### src/rtl/branch_resolve_pipe.sv
// Pipelined jump/branch resolver: stage 0 resolves, stages 1..LAT-1 delay.
// Optional macro BRU_TARGET_CHECK_EN adds target checking on taken branches.
module branch_resolve_pipe #(
    parameter int DATA_W = 32,
    parameter int PC_W   = 32,
    parameter int IMM_W  = 16,
    parameter int TGT_W  = 26,
    parameter int TAG_W  = 7,
    parameter int LAT    = 2,
    parameter int CNT_W  = 16
) (
    input  logic              clk,
    input  logic              reset,
    input  logic              flush_i,
    input  logic              valid_i,
    output logic              ready_o,
    input  logic [3:0]        op_i,
    input  logic [DATA_W-1:0] data1_i,
    input  logic [DATA_W-1:0] data2_i,
    input  logic [IMM_W-1:0]  immd_i,
    input  logic [PC_W-1:0]   pc_i,
    input  logic [PC_W-1:0]   predTarget_i,
    input  logic              predDir_i,
    input  logic [TAG_W-1:0]  tag_i,
    output logic              valid_o,
    input  logic              ready_i,
    output logic [TAG_W-1:0]  tag_o,
    output logic [PC_W-1:0]   result_o,
    output logic [PC_W-1:0]   nextPC_o,
    output logic              direction_o,
    output logic              mispredict_o,
    output logic [7:0]        flags_o,
    output logic [CNT_W-1:0]  mispCount_o
);

    localparam logic [3:0] OP_NOP  = 4'd0;
    localparam logic [3:0] OP_J    = 4'd1;
    localparam logic [3:0] OP_JAL  = 4'd2;
    localparam logic [3:0] OP_JR   = 4'd3;
    localparam logic [3:0] OP_JALR = 4'd4;
    localparam logic [3:0] OP_BEQ  = 4'd5;
    localparam logic [3:0] OP_BNE  = 4'd6;
    localparam logic [3:0] OP_BLEZ = 4'd7;
    localparam logic [3:0] OP_BGTZ = 4'd8;
    localparam logic [3:0] OP_BLTZ = 4'd9;
    localparam logic [3:0] OP_BGEZ = 4'd10;

    typedef struct packed {
        logic [TAG_W-1:0] tag;
        logic [PC_W-1:0]  res;
        logic [PC_W-1:0]  npc;
        logic             dir;
        logic             misp;
        logic [7:0]       flags;
    } pay_t;

    logic [LAT-1:0]   r_vld;
    pay_t             r_pay [LAT];
    logic [CNT_W-1:0] r_cnt;
    logic [LAT-1:0]   w_free;
    pay_t             w_s0;
    logic [PC_W-1:0]  w_sext;
    logic [PC_W-1:0]  w_fall;
    logic [PC_W-1:0]  w_taken;
    logic [PC_W-1:0]  w_jtgt;
    logic [PC_W-1:0]  w_d1pc;
    logic             w_msb;
    logic             w_d1z;
    logic             w_cdir;

    assign w_sext  = {{(PC_W-IMM_W-2){immd_i[IMM_W-1]}}, immd_i, 2'b00};
    assign w_fall  = pc_i + PC_W'(8);
    assign w_taken = w_fall + w_sext;
    assign w_jtgt  = {pc_i[PC_W-1:TGT_W+2], predTarget_i[TGT_W-1:0], 2'b00};
    assign w_d1pc  = data1_i[PC_W-1:0];
    assign w_msb   = data1_i[DATA_W-1];
    assign w_d1z   = (data1_i == '0);

    // A stage is free when empty or when everything downstream moves.
    always_comb begin
        logic f;
        w_free = '0;
        f = !r_vld[LAT-1] || ready_i;
        w_free[LAT-1] = f;
        for (int k = LAT - 2; k >= 0; k--) begin
            f = !r_vld[k] || f;
            w_free[k] = f;
        end
    end

    always_comb begin
        w_cdir = 1'b0;
        case (op_i)
            OP_BEQ:  w_cdir = (data1_i == data2_i);
            OP_BNE:  w_cdir = (data1_i != data2_i);
            OP_BLEZ: w_cdir = w_msb || w_d1z;
            OP_BGTZ: w_cdir = !w_msb && !w_d1z;
            OP_BLTZ: w_cdir = w_msb;
            OP_BGEZ: w_cdir = !w_msb;
            default: w_cdir = 1'b0;
        endcase
    end

    always_comb begin
        w_s0     = '0;
        w_s0.tag = tag_i;
        case (op_i)
            OP_NOP: begin
            end
            OP_J, OP_JAL: begin
                w_s0.npc      = w_jtgt;
                w_s0.dir      = 1'b1;
                w_s0.flags[7] = 1'b1;
                w_s0.flags[2] = 1'b1;
                if (op_i == OP_JAL) begin
                    w_s0.res      = w_fall;
                    w_s0.flags[4] = 1'b1;
                end
            end
            OP_JR, OP_JALR: begin
                w_s0.npc      = w_d1pc;
                w_s0.dir      = 1'b1;
                w_s0.misp     = (w_d1pc != predTarget_i);
                w_s0.flags[7] = 1'b1;
                w_s0.flags[2] = 1'b1;
                if (op_i == OP_JALR) begin
                    w_s0.res      = w_fall;
                    w_s0.flags[4] = 1'b1;
                end
            end
            OP_BEQ, OP_BNE, OP_BLEZ, OP_BGTZ, OP_BLTZ, OP_BGEZ: begin
                w_s0.dir      = w_cdir;
                w_s0.npc      = w_cdir ? w_taken : w_fall;
`ifdef BRU_TARGET_CHECK_EN
                w_s0.misp     = (w_cdir != predDir_i) ||
                                (w_cdir && predDir_i &&
                                 (w_taken != predTarget_i));
`else
                w_s0.misp     = (w_cdir != predDir_i);
`endif
                w_s0.flags[7] = 1'b1;
                w_s0.flags[5] = 1'b1;
                w_s0.flags[2] = 1'b1;
            end
            default: begin
                w_s0.flags[7] = 1'b1;
                w_s0.flags[1] = 1'b1;
            end
        endcase
        w_s0.flags[0] = w_s0.misp;
    end

    always_ff @(posedge clk or posedge reset) begin
        if (reset) begin
            r_vld <= '0;
            r_cnt <= '0;
            for (int k = 0; k < LAT; k++) r_pay[k] <= '0;
        end else begin
            if (valid_o && ready_i && mispredict_o && (r_cnt != '1))
                r_cnt <= r_cnt + 1'b1;
            if (w_free[0]) begin
                r_vld[0] <= valid_i;
                if (valid_i) r_pay[0] <= w_s0;
            end
            for (int k = 1; k < LAT; k++) begin
                if (w_free[k]) begin
                    r_vld[k] <= r_vld[k-1];
                    if (r_vld[k-1]) r_pay[k] <= r_pay[k-1];
                end
            end
            if (flush_i) r_vld <= '0;
        end
    end

    assign ready_o      = w_free[0];
    assign valid_o      = r_vld[LAT-1];
    assign tag_o        = r_pay[LAT-1].tag;
    assign result_o     = r_pay[LAT-1].res;
    assign nextPC_o     = r_pay[LAT-1].npc;
    assign direction_o  = r_pay[LAT-1].dir;
    assign mispredict_o = r_pay[LAT-1].misp;
    assign flags_o      = r_pay[LAT-1].flags;
    assign mispCount_o  = r_cnt;

endmodule
### config.mk
export PLATFORM = sky130hd
export DESIGN_NAME = branch_resolve_pipe
export DESIGN_NICKNAME = d
export VERILOG_FILES = /design/src/rtl/branch_resolve_pipe.sv
export SDC_FILE = /design/constraint.sdc
export NUM_CORES = 1
export LEC_CHECK = 0
export CAP_MARGIN = 15
export CORE_MARGIN = 4
export CORE_UTILIZATION = 50
export CTS_CLUSTER_SIZE = 28
export DETAILED_ROUTE_END_ITERATION = 6
export PLACE_DENSITY = 0.84
export SLEW_MARGIN = 20
export SYNTH_ARGS = -nofsm -noshare
export SYNTH_HDL_FRONTEND = slang
export SYNTH_SLANG_ARGS = --single-unit
export TNS_END_PERCENT = 100
### constraint.sdc
create_clock -name clk -period 7.69 [get_ports clk]
set_input_delay 1.1535 -clock clk [delete_from_list [all_inputs] [get_ports clk]]
set_output_delay 1.1535 -clock clk [all_outputs]
set_load 0.02 [all_outputs]
# Yosys cells after proc, flatten, opt, wreduce, memory -nomap -nowiden
# Cells that the tools add are included.
# W data, S select, Z words.
[classes] muxes=17 reduce_logical=22 eq_ne=15 n_addsub=3
[ops] operator="$pmux W33 S3" n=1
[ops] operator="$mux W32" n=3
[ops] operator="$ne A32 B32 Y1" n=2
[ops] operator="$pmux W32 S2" n=1
[ops] operator="$add A32 B32 Y32" n=1
[ops] operator="$add A32 B4 Y32 const B" n=1
[ops] operator="$eq A32 B32 Y1" n=1
[ops] operator="$logic_not A32 Y1" n=1
[ops] operator="$add A16 B1 Y16 const B" n=1
[ops] operator="$eq A4 B3 Y1 const B" n=4
[ops] operator="$ne A16 B16 Y1 const B" n=1
[ops] operator="$eq A4 B4 Y1 const B" n=3
[ops] operator="$reduce_or A11 Y1" n=1
[ops] operator="$reduce_or A10 Y1" n=1
[ops] operator="$eq A4 B2 Y1 const B" n=2
[ops] operator="$mux W1" n=8
[ops] operator="$pmux W1 S6" n=1
[ops] operator="$reduce_or A6 Y1" n=1
[ops] operator="$eq A4 B1 Y1 const B" n=1
[ops] operator="$logic_and A1 B1 Y1" n=4
[ops] operator="$logic_not A1 Y1" n=4
[ops] operator="$logic_not A4 Y1" n=1
[ops] operator="$pmux W1 S2" n=2
[ops] operator="$reduce_and A2 Y1" n=2
[ops] operator="other kinds (5)" n=9
[totals] in_bits=161 out_inout_bits=99 regBits=176

# Logic depth before layout (Yosys ltp)
[depth] ltp_word=6 mapped_depth=17 mapped_depth_nobuf=17

# Least setup slack after synthesis
# Ideal clock, no wire load.
[synth_timing] kind="input to register" from="input pc_i[3]" to="register r_pay[121] (netlist name)" arrival_ns=4.100 path_buffers=0 path_slack_ns=3.451 path_stages=17 setup_ns=0.139 path_cell_list="ha_1 -> nand3_1 -> nor3_2 -> and3_1 -> and2b_1 -> nand3_1 -> xnor2_1 -> ha_1 -> a21o_1 -> a21oi_1 -> o21bai_1 -> a21o_1 -> a21oi_1 -> o21ai_0 -> or3_1 -> nand3_1 -> a32oi_1"
[synth_via] elab_chain_cells=4
[synth_rtl] element="start: declaration" line="21" text="input logic [PC_W-1:0] pc_i,"
[synth_rtl] element="$add A32 B4 Y32 (*)" line="72" text="assign w_fall = pc_i + PC_W'(8);"
[synth_rtl] element="$add A32 B32 Y32" line="73" text="assign w_taken = w_fall + w_sext;"
[synth_rtl] element="$mux W32 (*)" line="133" text="w_s0.npc = w_cdir ? w_taken : w_fall;"
[synth_rtl] element="$pmux W33 S3 (*)" line="107" text="case (op_i)"
[synth_rtl] element="end signal: indexed assignment" line="168" text="if (r_vld[k-1]) r_pay[k] <= r_pay[k-1];"
[synth_rtl] element="end: declaration" line="58" text="pay_t r_pay [LAT];"
# Every way passes the cells marked *; elsewhere a longest branch is shown, timed or not.
# A chain may end at the register's enable or synchronous reset.

# Worst setup path in the final report
# Same ends and word-level chain as after synthesis.

==> qor.txt <==
total congestion overflow: 0
CTS max path bufs: 2
DP HPWL: 25700 um
Worst Skew: 0.0110 ns
Yosys reg bits: 174
Design Power: 2.78 mW
CTS resizes: 0
Chip Height: 154 um
Synth cell types: 71
Sink Count: 174
fin crit period: 5.06 ns
FF+latch area: 0.00435 mm2
Layout area overhead: 26.2%
Multi-input gate area: 0.00542 mm2
WL final: 34500 um
RSZ-0062 raised after global routing: false
crit path kind: in -> reg
critical path cell sequence: clkdlybuf4s50_1 -> ha_1 -> nand3_1 -> nor3_2 -> and3_1 -> and2b_1 -> nand3_1 -> xnor2_1 -> ha_1 -> a21o_1 -> a21oi_1 -> o21bai_1 -> a21o_1 -> a21oi_1 -> o21ai_0 -> or3_1 -> nand3_1 -> a32oi_1
most used cell, CP: nand3_1
clk_lat worst skew: 0.44 ns
Core Region: 0.0210 mm2
leakage: 5.80 nW
Critical Path Start Type: input pin
H-tree levels: 4
Final setup violation count: 0
GP Congestion: 0.951
Slew headroom: 0.283
Vias/cell: 5.98
pin count of the biggest net entering global routing: 113
# DRC: 0
part of the Yosys area used for sequential elements: 0.409
fin nets: 1405
async set-reset flop share out of synthesis: 1.00
Pre-antenna DRT Iters: 6
max-cap viol count: 0
Worst EP arrival: 5.37 ns
post-route worst setup slack: 2.63 ns
routed len/inst: 23.0 um
layout cells sized above 1: 0.118
hold crit path type: reg -> reg
VDD IR max: 0.148 mV
all-layer global routing usage: 0.285
count of pins over their slew limit: 0
Post-Syn Area: 0.0106 mm2
Synth Instances: 1047
status: finished clean
clk root buf: clkbuf_16
Place WS: 2.21 ns
cell row count: 53
Starting Density: 0.508
Layout fillers: 1694
final hold violation count: 0
Slowest-stage cell, CP: clkdlybuf4s50_1
post-synth top area cell: dfrtp_1
Antenna Nets Post-Route: 0
Worst EP required: 8.00 ns
dpl cell area: 0.0128 mm2
Design Area, Final: 0.0134 mm2
initial antenna violation count: 2
clock input transition at the sequential cells of the worst setup and hold paths: 0.07 ns
Synth Warn #: 0
top_reg_cell synth: dfrtp_1
post-synth top area share: 0.409
Die Span X: 154 um
DR vias: 8957
CP Max Fanout: 7
vias in the first global route: 9010
total CTS buffers: 17
Post-synth EDFFs: 0
Power per Cell Area: 207 mW/mm2
Worst-Margin Slew: 1.08 ns
die area: 0.0237 mm2
first-pass GRT wire length: 52300 um
top cells by area, synth: dfrtp_1 41%, mux2_2 8.4%, xor2_1 7.4%, buf_4 5.6%, ha_1 4.1%
Setup TNS: 0 ns
largest stage delay on the critical path: 0.69 ns
port bufs: 257
setup bufs post-CTS: 0
CTS tree: done
Iter 0 DRT Violations: 1094
Crit. End Element: register
I/O pins: 260
fin crit share: 0.658
Max Clk Rate: 0.198 GHz
Hold Buf Count CTS: 0
syn avg cell area: 10.2 um2
-- layout make-up --
type	instances	area share
diodes	2	0.000373
well taps	275	0.0256
repair buffers	265	0.198
multi-input cells	730	0.404
clock inverters	13	0.00960
clock buffers	18	0.0327
flip-flops and latches	174	0.324
inverters	20	0.00596
-- metrics by stage --
step,util,hold slack [ns],std cells
after floorplan,-,0.442,1048
after global placement,0.612,0.452,1463
after detailed placement,0.612,0.462,1463
after CTS,0.639,0.477,1494
after global routing,0.641,0.502,1496
final,0.641,0.473,1497
-- worst paths after layout --
check / start / to / slack [ns] / cells after the start
setup reg to reg: r_vld[1]$_DFFE_PP0P_ / r_pay[119]$_DFFE_PP0P_ / 4.85 / 7
hold / removal: r_pay[159]$_DFFE_PP0P_ / r_pay[159]$_DFFE_PP0P_ / 0.47 / 2
hold reg to reg: r_pay[159]$_DFFE_PP0P_ / r_pay[159]$_DFFE_PP0P_ / 0.47 / 2
min in group asynchronous: reset / mispCount_o[4]$_DFFE_PP0P_ / 1.30 / 2
max in group asynchronous: reset / r_pay[141]$_DFFE_PP0P_ / 4.95 / 3
setup / recovery: pc_i[3] / r_pay[121]$_DFFE_PP0P_ / 2.63 / 18
-- critical path, delay by kind of cell --
kind,cells,cell delay [ns]
and+or+nand+nor,7,1.64
adders and majority gates,2,0.60
xor gates and xnor gates,1,0.26
buffers and inverters,1,0.69
AOI/OAI and AO/OA,7,1.01
-- synth_stat cells, types with 3 or more instances --
library cell	count
dfrtp_1	174
nand2_1	94
xor2_1	90
buf_4	80
mux2_2	79
nor2_1	64
xnor2_1	45
a21oi_1	35
ha_1	35
clkbuf_1	31
nor4_1	27
a22o_1	26
a221oi_1	23
o21ai_0	23
inv_1	20
nand3_1	17
nand4_1	17
nor3_1	15
o21ai_1	11
a221o_1	10
a22oi_1	10
o22ai_1	10
a222oi_1	9
and3_1	8
a21o_1	7
nand2b_1	7
o21bai_1	7
buf_1	6
buf_6	5
a31oi_1	4
nor2b_1	4
and2_1	3
mux2i_1	3
o311ai_1	3
or3_1	3
-- layout by cell type, fill, tap and decap left out, drive strengths merged, types with 4 or more instances in the layout --
master         instances
mux2                  79
a222oi                 9
o21ai                 34
or3                    4
a22o                  26
buf                    8
o21bai                 7
a21o                   8
clkbuf                18
nor2                  65
o22ai                 11
nor2b                  4
a221o                 10
ha                    35
a21oi                 36
dfrtp                174
a22oi                 10
nand2b                 7
nor3                  17
nor4                  28
a221oi                23
xnor2                 45
and3                  11
nand2                 94
inv                   27
nand3                 17
and2                   4
xor2                  90
nand4                 18
a31oi                  5
clkdlybuf4s50        257
-- registers in the layout (all words and copies together) (netlist names) --
register / flops
nextPC_o: 32
flags_o: 6
r_vld: 2
result_o: 32
r_pay: 78
mispCount_o: 16
direction_o: 1
tag_o: 7
-- power by group --
| group | total, mW | internal [mW] | switching (mW) |
|---|---|---|---|
| clock | 0.856 | 0.461 | 0.395 |
| sequential | 1.10 | 1.03 | 0.0745 |
| combinational | 0.822 | 0.393 | 0.429 |
-- per-layer routing --
layer | track usage | share of wire | routed length [um]
met4 | 0.0929 | 0.031 | 1050
met5 | 0 | 0.00038 | 13
met2 | 0.462 | 0.48 | 16400
met1 | 0.382 | 0.41 | 14000
met3 | 0.0661 | 0.087 | 3000
-- cell families (layout without fill, tap and decap cells) --
| kind of cell | after synthesis | count (layout) | synth area share |
|---|---|---|---|
| compound gates | 198 | 198 | 0.137 |
| mux | 82 | 82 | 0.0865 |
| other cells | 1 | 4 | 0.000353 |
| simple gates | 277 | 277 | 0.129 |
| buf+inv | 144 | 316 | 0.0836 |
| xor+xnor | 135 | 135 | 0.111 |
| flops | 174 | 174 | 0.409 |
| fa+ha+maj | 36 | 36 | 0.0430 |
No activity file was read; power rests on OpenSTA's default activity.
